File: config.mk
export PLATFORM = sky130hd
export DESIGN_NAME = cfg_wr_arbiter
export DESIGN_NICKNAME = d
export VERILOG_FILES = /design/src/rtl/cfg_arb_pkg.sv /design/src/rtl/cfg_wr_fifo.sv /design/src/rtl/cfg_wr_arbiter.sv
export SDC_FILE = /design/constraint.sdc
export NUM_CORES = 1
export LEC_CHECK = 0
export CAP_MARGIN = 20
export CORE_MARGIN = 3
export CORE_UTILIZATION = 45
export CTS_CLUSTER_SIZE = 14
export DETAILED_ROUTE_END_ITERATION = 8
export GPL_TIMING_DRIVEN = 0
export PLACE_DENSITY_LB_ADDON = 0.08
export SLEW_MARGIN = 30
export SYNTH_ARGS = -nofsm -noshare
export SYNTH_HDL_FRONTEND = slang
export SYNTH_SLANG_ARGS = --single-unit
File: constraint.sdc
create_clock -name SCK -period 2.25 [get_ports SCK]
set_clock_uncertainty 0.05 [all_clocks]
set_input_delay 0.225 -clock SCK [delete_from_list [all_inputs] [get_ports SCK]]
set_output_delay 0.225 -clock SCK [all_outputs]
set_load 0.02 [all_outputs]
File: src/rtl/cfg_arb_pkg.sv
// Shared types for the configuration-register write arbiter.
package cfg_arb_pkg;

    localparam int CFG_ADDR_W = 6;
    localparam int CFG_DATA_W = 8;

    // Which requester owns the write port in a given cycle
    typedef enum logic [1:0] {
        GNT_NONE = 2'd0,
        GNT_SPI  = 2'd1,
        GNT_AUX  = 2'd2
    } gnt_e;

    // One buffered register write
    typedef struct packed {
        logic [CFG_ADDR_W-1:0] addr;
        logic [CFG_DATA_W-1:0] value;
    } cfg_entry_t;

endpackage

File: src/rtl/cfg_wr_fifo.sv
// Small circular FIFO for SPI register writes. The level is kept as its own
// counter so DEPTH need not be a power of two.
module cfg_wr_fifo #(
    parameter int DEPTH = 2,
    parameter int W     = 14
) (
    input  logic         clk,
    input  logic         rst_n,
    input  logic         push,
    input  logic         pop,
    input  logic [W-1:0] din,
    output logic         full,
    output logic         empty,
    output logic [3:0]   level,
    output logic [W-1:0] head
);

    localparam int PW = (DEPTH > 1) ? $clog2(DEPTH) : 1;

    logic [W-1:0]  mem [DEPTH];
    logic [PW-1:0] rd_ptr;
    logic [PW-1:0] wr_ptr;
    logic          do_push;
    logic          do_pop;

    function automatic logic [PW-1:0] ptr_next(input logic [PW-1:0] p);
        return (p == PW'(DEPTH - 1)) ? '0 : p + 1'b1;
    endfunction

    // A pop frees the head slot first, so a push into a full FIFO that pops
    // in the same cycle still lands.
    assign do_pop  = pop && !empty;
    assign do_push = push && (!full || do_pop);

    assign full  = (level == 4'(DEPTH));
    assign empty = (level == 4'd0);
    assign head  = mem[rd_ptr];

    // Pointer and occupancy bookkeeping
    always_ff @(posedge clk or negedge rst_n) begin
        if (!rst_n) begin
            rd_ptr <= '0;
            wr_ptr <= '0;
            level  <= 4'd0;
        end else begin
            if (do_pop)  rd_ptr <= ptr_next(rd_ptr);
            if (do_push) wr_ptr <= ptr_next(wr_ptr);
            case ({do_push, do_pop})
                2'b10:   level <= level + 4'd1;
                2'b01:   level <= level - 4'd1;
                default: level <= level;
            endcase
        end
    end

    // Storage needs no reset: the pointers define what is valid
    always_ff @(posedge clk) begin
        if (do_push) mem[wr_ptr] <= din;
    end

endmodule

File: src/rtl/cfg_wr_arbiter.sv
// Shares the Configuration_Registers write port between the buffered SPI
// command stream and an auxiliary req/gnt requester, round-robin on ties.
module cfg_wr_arbiter
    import cfg_arb_pkg::*;
#(
    parameter int DEPTH  = 2,
    parameter int ADDR_W = CFG_ADDR_W,
    parameter int DATA_W = CFG_DATA_W
) (
    input  logic              SCK,
    input  logic              NRST,
    input  logic [ADDR_W-1:0] spi_addr,
    input  logic [DATA_W-1:0] spi_value,
    input  logic              spi_wr_en,
    input  logic              aux_req,
    input  logic [ADDR_W-1:0] aux_addr,
    input  logic [DATA_W-1:0] aux_value,
    output logic              aux_gnt,
    output logic [ADDR_W-1:0] reg_addr,
    output logic [DATA_W-1:0] reg_value,
    output logic              wr_en,
    output logic [3:0]        fifo_level,
    output logic              ovf,
    input  logic              ovf_clr,
    output logic              busy
);

    localparam int EW = ADDR_W + DATA_W;

    gnt_e              sel;
    gnt_e              last_grant;
    logic              fifo_full;
    logic              fifo_empty;
    logic [EW-1:0]     fifo_head;
    logic [ADDR_W-1:0] head_addr;
    logic [DATA_W-1:0] head_value;
    logic              spi_pop;
    logic              spi_drop;

    cfg_wr_fifo #(
        .DEPTH (DEPTH),
        .W     (EW)
    ) u_fifo (
        .clk   (SCK),
        .rst_n (NRST),
        .push  (spi_wr_en),
        .pop   (spi_pop),
        .din   ({spi_addr, spi_value}),
        .full  (fifo_full),
        .empty (fifo_empty),
        .level (fifo_level),
        .head  (fifo_head)
    );

    assign head_addr  = fifo_head[DATA_W +: ADDR_W];
    assign head_value = fifo_head[DATA_W-1:0];

    assign spi_pop  = (sel == GNT_SPI);
    assign spi_drop = spi_wr_en && fifo_full && !spi_pop;
    assign busy     = !fifo_empty || (aux_req && !aux_gnt);

    // Pick this cycle's winner; on a tie the side not served last goes first
    always_comb begin
        sel = GNT_NONE;
        if (!fifo_empty && aux_req)
            sel = (last_grant == GNT_AUX) ? GNT_SPI : GNT_AUX;
        else if (!fifo_empty)
            sel = GNT_SPI;
        else if (aux_req)
            sel = GNT_AUX;
    end

    // Register the winning write, grant pulse, round-robin history and ovf
    always_ff @(posedge SCK or negedge NRST) begin
        if (!NRST) begin
            wr_en      <= 1'b0;
            aux_gnt    <= 1'b0;
            reg_addr   <= '0;
            reg_value  <= '0;
            last_grant <= GNT_AUX;
            ovf        <= 1'b0;
        end else begin
            wr_en   <= (sel != GNT_NONE);
            aux_gnt <= (sel == GNT_AUX);
            if (sel == GNT_SPI) begin
                reg_addr  <= head_addr;
                reg_value <= head_value;
            end else if (sel == GNT_AUX) begin
                reg_addr  <= aux_addr;
                reg_value <= aux_value;
            end
            if (sel != GNT_NONE) last_grant <= sel;
            // A fresh drop outranks a clear in the same cycle
            if (spi_drop)     ovf <= 1'b1;
            else if (ovf_clr) ovf <= 1'b0;
        end
    end

endmodule

[After elaboration in Yosys (flattened, before gate mapping)]
Memories as Yosys holds them, arrays and structs flattened.
Cells that the tools add are included.
W data, S select, Z words.
Operators by class
  equal/unequal tests: 6
  reduce and logical (&&, ||, !) cells: 17
  muxes and demuxes: 15
  add/subtract/negate cells: 4
Operators by type and width (number)
  $mux W8: 2
  $mux W6: 2
  $mux W2: 4
  $pmux W4 S2: 1
  $reduce_bool A2 Y1: 4
  $eq A2 B2 Y1 const B: 3
  $logic_and A1 B1 Y1: 6
  $mux W1: 6
  $add A4 B1 Y4 const B: 1
  $eq A2 B1 Y1 const B: 2
  $eq A4 B2 Y1 const B: 1
  $logic_not A1 Y1: 4
  $logic_not A4 Y1: 1
  $sub A4 B1 Y4 const B: 1
  $add A1 B1 Y1 const B: 2
  $logic_or A1 B1 Y1: 2
Storage, ports and cells
  RAM bits: 28
  memories: 1
  flip-flop bits (word level): 25
Memories
  u_fifo.mem: words 2, width 14, rd ports 1, clocked after Yosys merged registers in 0, write ports 1, line cfg_wr_fifo.sv:20  | logic [W-1:0] mem [DEPTH];

[Longest topological paths before layout]
Gate-level depths: netlist (run 1).
  depth after elaboration: 10
  mapped depth: 9

[Modules after synthesis]
A second synthesis (run 1) with hierarchy kept.
Unflattened totals
  cells, all modules: 188
  area, all modules: 2494.9 µm²
Modules (own cells, without submodules)
  cfg_wr_fifo: cells each 86, sequential area each 991.0 µm², area each 1438.9 µm², instances 1
  cfg_wr_arbiter: cells each 102, sequential area each 476.7 µm², area each 1056.0 µm², instances 1

[Worst setup path before layout (run 1)]
No wires, ideal clock.
  path kind: flip-flop to flip-flop
  start: reg u_fifo.level[0]
  end: reg u_fifo.level[1]
  data arrival time: 1.882 ns
  setup slack: 0.195 ns
  required time: 2.077 ns
  path buffers: 0
  stages on the path, launching flop included: 7
  setup time: 0.123 ns
  path through: dfrtp_1 nor3_1 nor2_1 a21o_1 ha_1 mux2_2 o221a_2
On the way
  cells in the longest elaborated chain, start to end: 10
RTL lines
  from (decl): line cfg_wr_fifo.sv:14  | output logic [3:0] level,
  from (signal assigned): line cfg_wr_fifo.sv:49  | 2'b10: level <= level + 4'd1;
  from (signal assigned): line cfg_wr_fifo.sv:50  | 2'b01: level <= level - 4'd1;
  from (signal assigned): line cfg_wr_fifo.sv:51  | default: level <= level;
  $logic_not A4 Y1: line cfg_wr_fifo.sv:36  | assign empty = (level == 4'd0);
  $logic_not A1 Y1
  $logic_and A1 B1 Y1: line cfg_wr_arbiter.sv:65  | if (!fifo_empty && aux_req)
  $mux W2: line cfg_wr_arbiter.sv:65
  $eq A2 B1 Y1: line cfg_wr_arbiter.sv:58  | assign spi_pop = (sel == GNT_SPI);
  $logic_and A1 B1 Y1: line cfg_wr_fifo.sv:32  | assign do_pop = pop && !empty;
  $logic_or A1 B1 Y1: line cfg_wr_fifo.sv:33  | assign do_push = push && (!full || do_pop);
  $logic_and A1 B1 Y1: line cfg_wr_fifo.sv:33
  $eq A2 B1 Y1 / $eq A2 B2 Y1 (equally long branches): line cfg_wr_fifo.sv:48  | case ({do_push, do_pop})
  $pmux W4 S2 / $reduce_bool A2 Y1 (equally long branches)
Parallel ways exist; a longest one is shown, timed or not.
A chain may end at the register's enable or synchronous reset.

[Worst setup path after layout (run 1)]
  start: reg u_fifo.level[2]
  end: out busy
On the way
  cells in the longest elaborated chain, start to end: 3
RTL lines
  $logic_not A4 Y1: line cfg_wr_fifo.sv:36
  $logic_not A1 Y1
  $logic_or A1 B1 Y1: line cfg_wr_arbiter.sv:60  | assign busy = !fifo_empty || (aux_req && !aux_gnt);
  to (decl): line cfg_wr_arbiter.sv:25  | output logic busy
No other way between the ends.

==> results.md, run 1 <==
- Final Instance Count excl. Fillers: 290
- Critical Path AT: 1.89 ns
- PD cells: 1260 mW/mm2
- Total power draw: 3830 uW
- PortBufs: 54
- Kind of critical path: reg2out
- First-pass GRT wire length: 7660 um
- Sequential area share after synthesis: 66.2%
- Setup-failing EPs final: 0
- Avg Cell Area, Syn: 13.9 um2
- Mux cell area share after synthesis: 6.83%
- Max VDD drop: 0.000563 V
- FF-to-FF setup slack: 0.13 ns
- Most used DFF post-synth: edfxtp_1
- Drt drc: 0
- Clock Latency Late Sink: 0.30 ns
- I/O pins: 55
- Largest net degree at the start of global routing: 26
- Synth Area in Adders: 0.565%
- Max-cap violation count: 0
- Main combinational cell family by area after synthesis: compound AO/OA/AOI/OAI gates
- Routed WL: 4670 um
- Yosys Warn Count: 0
- Clk slew on worst S/H paths: 0.09 ns
- H-tree depth: 2
- Synthesis-to-layout area growth: 36.6%
- Synth Cell Area: 0.00222 mm2
- Leak pwr: 0.00117 uW
- Vias: 1559
- # placed instances: 278
- Initial antenna violation count: 0
- Clk sinks: 53
- GRT overflow: 0
- Worst setup SP type: register
- CTS tree: done
- Slew HR: 60.3%
- Final ANT Viol Nets: 0
- Row count: 24
- Clk buf depth: 2
- Synth Area in Simple Gates: 8.24%
- Number of global-route vias before repair: 1614
- Die height: 76.2 um
- Die area: 0.00580 mm2
- Core Footprint: 0.00456 mm2
- Die W: 76.2 um
- Layout cells sized above 1: 14.7%
- Antenna cells: 0
- Crit. End Element: output pin
- Vias per inst: 5.38
- Final #Nets: 258
- Distinct cells, synth: 37
- Syn Nets: 193
- Cell count after synthesis: 159
- Slew @ Worst Pin: 0.595 ns
- Worst hold path class: in2async
- Detailed Routing Iterations Pass 1: 4
- Synthesized flop and latch total: 53
- CTS Root Buffer Type: clkbuf_8
- GP Congestion: 0.918
- DR iter-0 viols: 117
- Pre-CTS setup slack: -0.209 ns
- CTS Buf Count: 5
- Outcome: complete, no violations
- Wire length per cell: 16.1 um
- EDFF count, synth: 28
- Final hold violations: 0
- Post-synthesis xor/xnor area fraction: 1.19%
- Global Route Usage Sum: 16.6%
- Post-synth ARST share: 47.2%
- Minimum clock period: 2.16 ns
- Synth Area in Compound Gates: 13.2%
- Max-slew violation count: 0
- Period utilization: 96.2%
- Worst Reg-to-Reg Cells: 7
- CP max FO: 7
- Final core utilization: 66.3%
- Highest Clock Rate: 0.462 GHz
- R2r startpoint: u_fifo.level[0]
- Critical R2R Capture: u_fifo.level[1]
- Starting Density: 48.5%
- Dpl hpwl: 3190 um
- CP required: 1.98 ns
- Setup ws final: 0.0851 ns
[state kept, by name, indices dropped and copies added (netlist names), 2 cells and up]
signal / flops
u_fifo.mem: 28
last_grant: 2
reg_value: 8
u_fifo.level: 4
reg_addr: 6
[worst max path at each step]
stage	from	to	slack, ns	cells after the start
global route	u_fifo.level[2]	busy	-0.02	4
floorplan	u_fifo.level[0]	u_fifo.level[1]	0.20	6
finish	u_fifo.level[2]	busy	0.09	4
CTS	u_fifo.level[0]	busy	0.03	4
detailed placement	spi_wr_en	u_fifo.mem[0][2]	-0.21	4
global placement	spi_wr_en	u_fifo.mem[0][2]	-0.48	4
[Yosys cell counts, drive strengths merged, types with 2 or more instances]
| cell type | n | area share, % |
|---|---|---|
| a22oi | 2 | 0.68 |
| edfxtp | 28 | 38 |
| nand2 | 8 | 1.4 |
| clkbuf | 3 | 0.51 |
| nor3 | 3 | 0.68 |
| mux2i | 14 | 6.3 |
| o21ai | 5 | 1.6 |
| a221o | 14 | 6.3 |
| buf | 5 | 2.4 |
| o22ai | 2 | 0.56 |
| nor2 | 24 | 4.2 |
| xnor2 | 3 | 1.2 |
| a21oi | 2 | 0.96 |
| inv | 5 | 0.85 |
| dfrtp | 24 | 27 |
[metal layers]
layer,part of all wire (%),track usage [%]
met1,42,20.1
met2,51,29.0
met5,0,0
met3,5.5,3.43
met4,1.6,6.88
[cells by family (layout without fill, tap and decap cells)]
| family | after synthesis | after routing |
|---|---|---|
| flops | 53 | 53 |
| simple gates | 41 | 41 |
| compound gates | 33 | 33 |
| mux | 15 | 15 |
| buf+inv | 13 | 79 |
| xor+xnor | 3 | 3 |
| fa+ha+maj | 1 | 1 |
[worst max-delay path, stage by stage, from the launching register on]
cell and delay [ns]:
dfrtp_2 0.47, or3_2 0.57, nor2_2 0.14, o21ai_0 0.09, dlygate4sd2_1 0.33
[stage by stage]
step                      cell area (um2)  setup TNS, ns  hold slack, ns
after floorplan                      2220              0          -0.121
after global placement               2840         -13.42           0.408
after detailed placement             2840          -5.62           0.214
after CTS                            2980              0           0.430
after global routing                 3030        -0.0158           0.438
final                                3030              0           0.407
[cells in the final DEF (no fill, tap or decap), drive strengths merged, types with 3 or more instances in the layout]
| cell type | Yosys | routed |
|---|---|---|
| mux2i | 14 | 14 |
| nand2 | 8 | 8 |
| nor3 | 3 | 3 |
| a221o | 14 | 14 |
| dfrtp | 24 | 24 |
| xnor2 | 3 | 3 |
| edfxtp | 28 | 28 |
| buf | 5 | 9 |
| nor2 | 24 | 24 |
| clkbuf | 3 | 8 |
| inv | 5 | 5 |
| o21ai | 5 | 5 |
| clkdlybuf4s50 | 0 | 52 |
[report_power, final]
group	switching, uW	total [uW]	internal [uW]
sequential	167	1500	1340
combinational	821	1580	763
clock	296	738	442
total	1280	3830	2540
[what timing repair did]
item	4_1_cts	5_1_grt
gates resized for setup	1	8
pin swaps	0	0
buffers inserted	0	3
hold endpoints to repair	24	0
endpoints found under the setup margin	1	31
hold buffers	1	0
[final cells by class]
cell class | count | area [um2]
Tap cell | 65 | 81.3
Timing Repair Buffer | 58 | 567
Multi-Input combinational cell | 93 | 691
Clock buffer | 5 | 68.8
Inverter | 5 | 18.8
Sequential cell | 53 | 1470
Buffer | 8 | 65.1
Clock inverter | 3 | 65.1
Fill cell | 354 | 1540
Note: power is estimated with default switching activity, not from simulation.
==> run 2, diff against run 1 <==
- GPL_TIMING_DRIVEN: 0 -> unset
==> run 2 against run 1 <==
Effect of this change:
- maximum frequency grew 0.95%
- sequential power is essentially flat
- final cell count grew 0.34%
- worst setup slack gained 0.020 ns
- power shrank 7.5%
- non-clock buffer count grew 1
- via count shrank 1.2%
- count of clock-buffer cells in the layout grew 1
- critical endpoint unchanged
- largest power group is now sequential cells
==> results.md, run 2 (synthesized netlist as in run 1, its figures left out) <==
- FF-to-FF setup slack: 0.25 ns (+0.12 ns)
- PD cells: 1200 mW/mm2 (-5.3%)
- Leak pwr: 0.00116 uW (-0.84%)
- Largest net degree at the start of global routing: 26 (unchanged)
- Layout fillers: 360 (+1.7%)
- I/O pins: 55 (unchanged)
- Routed WL: 4550 um (-2.7%)
- Buf/Inv on CP: 1 (unchanged)
- Die area: 0.00580 mm2 (unchanged)
- Starting Density: 48.5% (unchanged)
- Crit. End Element: output pin
- Setup-failing EPs final: 0 (unchanged)
- Critical R2R Capture: u_fifo.level[1]
- GP Congestion: 0.930 (+1.3%)
- First-pass GRT wire length: 8040 um (+4.9%)
- CP endpoint: busy
- RSZ-0062 raised after global routing: false
- # placed instances: 283 (+1.8%)
- Clock Latency Late Sink: 0.30 ns (about the same)
- Int Pwr: 2290 uW (-9.8%)
- Setup_tns: 0 ns (unchanged)
- Hold buffer count at CTS: 0 (-1)
- Switching portion of total power: 35.2% (+1.6 points)
- Antenna cells: 0 (unchanged)
- Die height: 76.2 um (unchanged)
- Commonest non-fill, non-tap cell in the layout: clkdlybuf4s50_1
- Drt drc: 0 (unchanged)
- Global Route Usage Sum: 17.3% (+0.72 points)
- Worst setup SP type: register
- R2r startpoint: last_grant[1]
- Final hold violations: 0 (unchanged)
- Worst hold path class: in2async
- Detailed Routing Iterations Pass 1: 4 (unchanged)
- DR iter-0 viols: 74 (-37%)
- Comb pwr share: 42.1% (+0.7 points)
- Final core utilization: 64.8% (-1.5 points)
- Fin area: 0.00296 mm2 (-2.3%)
- Net Sw Power: 1250 uW (-2.9%)
- Die W: 76.2 um (unchanged)
- Placed Area: 0.00287 mm2 (+1.1%)
- Critical path cell sequence: or3_2 -> nor2_1 -> o21ai_0 -> dlygate4sd2_1
- Clk slew on worst S/H paths: 0.09 ns (about the same)
- Worst Reg-to-Reg Cells: 7 (unchanged)
- Slew HR: 67.8% (+7.5 points)
- Layout cells sized above 1: 13.3% (-1.4 points)
- CP max FO: 7 (unchanged)
- Final Instance Count excl. Fillers: 291 (+0.34%)
- Vias per inst: 5.29 (-1.6%)
- Outcome: complete, no violations
- Final ANT Viol Nets: 0 (unchanged)
- Vias: 1540 (-1.2%)
- CTS Buf Count: 5 (unchanged)
- CTS tree: done
- Max reg flops: 28 (unchanged)
- Max-cap violation count: 0 (unchanged)
- CP required: 1.98 ns (about the same)
- Crit-path max cell delay: 0.56 ns (about the same)
- Commonest non-fill, non-tap cells in the layout: 53 x clkdlybuf4s50_1, 28 x edfxtp_1, 23 x nor2_1, 23 x dfrtp_1
- Core Footprint: 0.00456 mm2 (unchanged)
- H-tree depth: 2 (unchanged)
- Slowest CP cell: or3_2
- Final #Nets: 259 (+0.39%)
- PortBufs: 54 (unchanged)
- Max-slew violation count: 0 (unchanged)
- GRT overflow: 0 (unchanged)
- Max VDD drop: 0.000593 V (+5.4%)
- Dpl hpwl: 3170 um (-0.42%)
- CP top delay family: simple AND/OR/NAND/NOR gates
- Synthesis-to-layout area growth: 33.4%
- Highest Clock Rate: 0.466 GHz (+0.95%)
- Number of global-route vias before repair: 1631 (+1.1%)
- Biggest register: u_fifo.mem
- Minimum clock period: 2.14 ns (-0.0203 ns)
- Wire length per cell: 15.6 um (-3.0%)
- Clk sinks: 53 (unchanged)
- Slew @ Worst Pin: 0.482 ns (-0.113 ns)
- Worst Setup SP: u_fifo.level[2]
- Stages on the worst setup path: 4 (unchanged)
- Seq pwr share: 43.1% (+3.8 points)
- Kind of critical path: reg2out
- Critical Path AT: 1.87 ns (-0.02 ns)
- Setup Buffers After CTS: 0 (unchanged)
- Row count: 24 (unchanged)
- Initial antenna violation count: 0 (unchanged)
- CTS Root Buffer Type: clkbuf_8
- Top flop regs: u_fifo.mem x28, reg_value x8, reg_addr x6
- Clk pwr share: 14.8% (-4.5 points)
- Period utilization: 95.3% (-0.90 points)
- Clk buf depth: 2 (unchanged)
run 2: power groups by stage:
stage               logic [uW]  registers (uW)  clock network, uW
finish                    1490            1520                524
global route              1630            1560                582
CTS                       1510            1520                540
detailed placement        1510            1540                  0
global placement          1480            1530                  0
floorplan                  752            1680                  0
run 2: cell type report:
class | count | area [um2] | share of cell area, %
Sequential cell | 53 | 1470 | 49.7
Multi-Input combinational cell | 93 | 664 | 22.5
Clock inverter | 2 | 13.8 | 0.466
Tap cell | 65 | 81.3 | 2.75
Clock buffer | 6 | 72.6 | 2.45
Inverter | 5 | 18.8 | 0.635
Timing Repair Buffer | 67 | 637 | 21.5
run 2: layer usage:
metal,global-route usage (%),routed length (um)
met1,23.0,2000
met2,29.0,2260
met3,2.84,217
met4,5.98,63
met5,0,0
run 2: worst min path at each step:
stage | endpoint | from | cells after the start | slack (ns)
final | aux_gnt | NRST | 2 | 0.25
after global routing | u_fifo.rd_ptr | NRST | 2 | 0.27
after global placement | last_grant[1] | last_grant[1] | 2 | 0.42
after CTS | reg_addr[4] | NRST | 2 | 0.25
after detailed placement | last_grant[1] | last_grant[1] | 2 | 0.41
after floorplan | aux_gnt | NRST | 0 | -0.12
run 2: timing repair:
action                     4_1_cts  5_1_grt
setup endpoints to repair        1        1
gates resized for setup          1        1
hold endpoints to repair         0        0
pin swaps                        0        0
run 2: worst register-to-register path, delay by kind of cell (launching register included):
kind / cells / cell delay (ns)
muxes: 1 / 0.27
adders and majority gates: 1 / 0.28
DFF: 1 / 0.54
AOI/OAI and AO/OA: 3 / 0.58
and+or+nand+nor: 2 / 0.17
run 2: through the flow:
step	hold slack, ns	total power [uW]	setup slack (ns)
2_1_floorplan	-0.121	2440	0.195
3_3_place_gp	0.425	3010	0.141
3_5_place_dp	0.413	3050	0.118
4_1_cts	0.252	3570	0.0840
5_1_grt	0.269	3770	0.0141
6_report	0.248	3540	0.105
==> edit (config.mk and constraints of run 1) <==
The 3 values of `gnt_e` get a one-hot encoding in 3 bits.
--- a/src/rtl/cfg_arb_pkg.sv
+++ b/src/rtl/cfg_arb_pkg.sv
@@ -5,10 +5,10 @@
     localparam int CFG_DATA_W = 8;
 
     // Which requester owns the write port in a given cycle
-    typedef enum logic [1:0] {
-        GNT_NONE = 2'd0,
-        GNT_SPI  = 2'd1,
-        GNT_AUX  = 2'd2
+    typedef enum logic [2:0] {
+        GNT_NONE = 3'b001,
+        GNT_SPI  = 3'b010,
+        GNT_AUX  = 3'b100
     } gnt_e;
 
     // One buffered register write
Function: same outputs for any inputs over 10 cycles, from zero or initial values and one cycle with NRST low; not proved beyond that.
==> edit against run 1 <==
- critical path depth increased by 4
- register-to-register slack worse by 0.13 ns
- sequential cell count up 1
- critical path type is now reg -> reg
- power grew 1.6%
- non-clock buffer count up 8
- clock power decreased by 21%
- highest routed layer unchanged
- worst setup slack lost 0.083 ns
- synthesized cell count grew 1.3%
- final area is 3.8% higher
- area after synthesis is 2.1% higher
- count of clock-buffer cells in the layout is 2 higher
- routed wire length rose by 0.30%
==> edit: results (changes against run 1) <==
* Global placement routability congestion at 0.8705 (-5.2%)
* Hpwl dp at 3.196 mm (+0.32%)
* Leakage at 0.001214 uW (+3.7%)
* Tot GR Track Use at 16.56% (-0.063 points)
* Initial antenna violation count at 0 (unchanged)
* Worst hold slack at 0.4003 ns (-0.006320 ns)
* Area contributors post-synth: edfxtp_1 37%, dfrtp_1 28%, a221o_1 6.2%, mux2i_1 6.2%, nor2_1 3.2%
* Pre-CTS setup slack at -0.4241 ns (-0.2152 ns)
* Via density at 5.329 (-0.87%)
* Worst setup path start: u_fifo.level[1]$_DFFE_PN0P_
* HP Class: in -> async
* Crit-path max FO at 4 (-3)
* Critical Path End: u_fifo.level[1]$_DFFE_PN0P_
* Ys async rst share at 48.15% (+0.98 points)
* Instance area at placement at 0.002898 sq mm (+2.1%)
* Post-Syn Nets at 195 (+1.0%)
* Multi-input gate area at 737.0 sq um (+6.7%)
* Power Total at 3886 uW (+1.6%)
* Post-synthesis mux area share at 6.195% (-0.64 points)
* # port buffers at 54 (unchanged)
* First-pass GRT wire length at 7.700 mm (+0.54%)
* Via count at 1604 (+2.9%)
* Seq pwr share at 39.6% (+0.3 points)
* Latest clock arrival within the worst-skew pair at 0.30 ns (about the same)
* Synth Area in Adders at 0.5531% (-0.012 points)
* Sw power at 1382 uW (+7.6%)
* Comb group at 1770 uW (+12%)
* Data arrival, critical path at 2.40 ns (+0.51 ns)
* Part of the Yosys area used for sequential elements at 65.98% (-0.25 points)
* DR pass1 iterations at 4 (unchanged)
* Dpl cells at 282 (+1.4%)
* Status: completed
* DRT iter0 DRCs at 118 (+0.85%)
* Min Tclk post-route at 2.247 ns (+0.08256 ns)
* Wire length per cell at 15.56 um (-3.4%)
* Largest net degree at the start of global routing at 27 (+3.8%)
* Fillcell total at 359 (+1.4%)
* Share of cells above drive strength 1 at 20.51% (+5.8 points)
* Reg2Reg Setup Slack at 0.003 ns (-0.13 ns)
* Most frequent cells after synthesis: 28 x edfxtp_1, 25 x dfrtp_1, 19 x nor2_1
* VDD IR-drop max at 0.5697 mV (+1.3%)
* Worst R2R Path Depth at 8 (+1)
* Synth Area in XOR/XNOR at 1.162% (-0.024 points)
* Nets at 267 (+3.5%)
* Compound-Gate Fraction of Synth Area at 13.05% (-0.10 points)
* Syn Inst Count at 161 (+1.3%)
* Clk pin slew, worst setup/hold paths at approximately 0.1 ns
* Vias in the first global route at 1548 (-4.1%)
* Worst slew pin tran at 0.5826 ns (-0.01217 ns)
* Yosys cell types at 41 (+11%)
[edit: changes by cell type after synthesis, sizes merged, moves of 2 or more]
cell / change
a221oi: +2
nor3: +2
inv: +2
nor4: +2
nor2: -4
nand2: -8
and2: +2
a31oi: +2
[edit: metal layers]
metal | share of wire, % | up-vias | GRT usage (%) | wire length, um
met5 | 0 | - | 0 | 0
met2 | 52 | 59 | 27.79 | 2426
met4 | 0.58 | 0 | 4.348 | 27
li1 | - | 759 | - | -
met3 | 6.0 | 8 | 4.108 | 282
met1 | 42 | 778 | 21.43 | 1948
[edit: cell families (layout without fill, tap and decap cells)]
| kind of cell | Yosys count | count (layout) |
|---|---|---|
| DFF | 54 | 54 |
| and+or+nand+nor | 38 | 38 |
| AOI/OAI and AO/OA | 35 | 35 |
| buffers and inverters | 16 | 89 |
| muxes | 14 | 14 |
| xor gates and xnor gates | 3 | 3 |
| adders and majority gates | 1 | 1 |
[edit: timing repair]
| action | CTS | global route |
|---|---|---|
| endpoints found under the hold margin | 25 | 0 |
| buffers inserted | 7 | 6 |
| endpoints found under the setup margin | 31 | 16 |
| pin swaps | 2 | 4 |
| resized for setup | 6 | 12 |
| hold buffers | 1 | 0 |
[edit: area by class of cell]
type / count / share of cell area [%]
timing repair buffer: 68 / 20.95
sequential: 54 / 47.63
multi-input combinational: 91 / 23.46
clock buffer: 7 / 3.067
tap: 67 / 2.668
inverter: 7 / 0.9160
buffer: 6 / 1.035
clock inverter: 1 / 0.2788
[edit: critical path, cell delays in order, from the launching register on]
cell and delay (ns):
dfrtp_1 0.43, or4_4 0.58, o21ai_4 0.10, o31ai_2 0.08
ha_2 0.36, inv_4 0.04, nor3_4 0.17, a21oi_2 0.06
a221oi_2 0.27
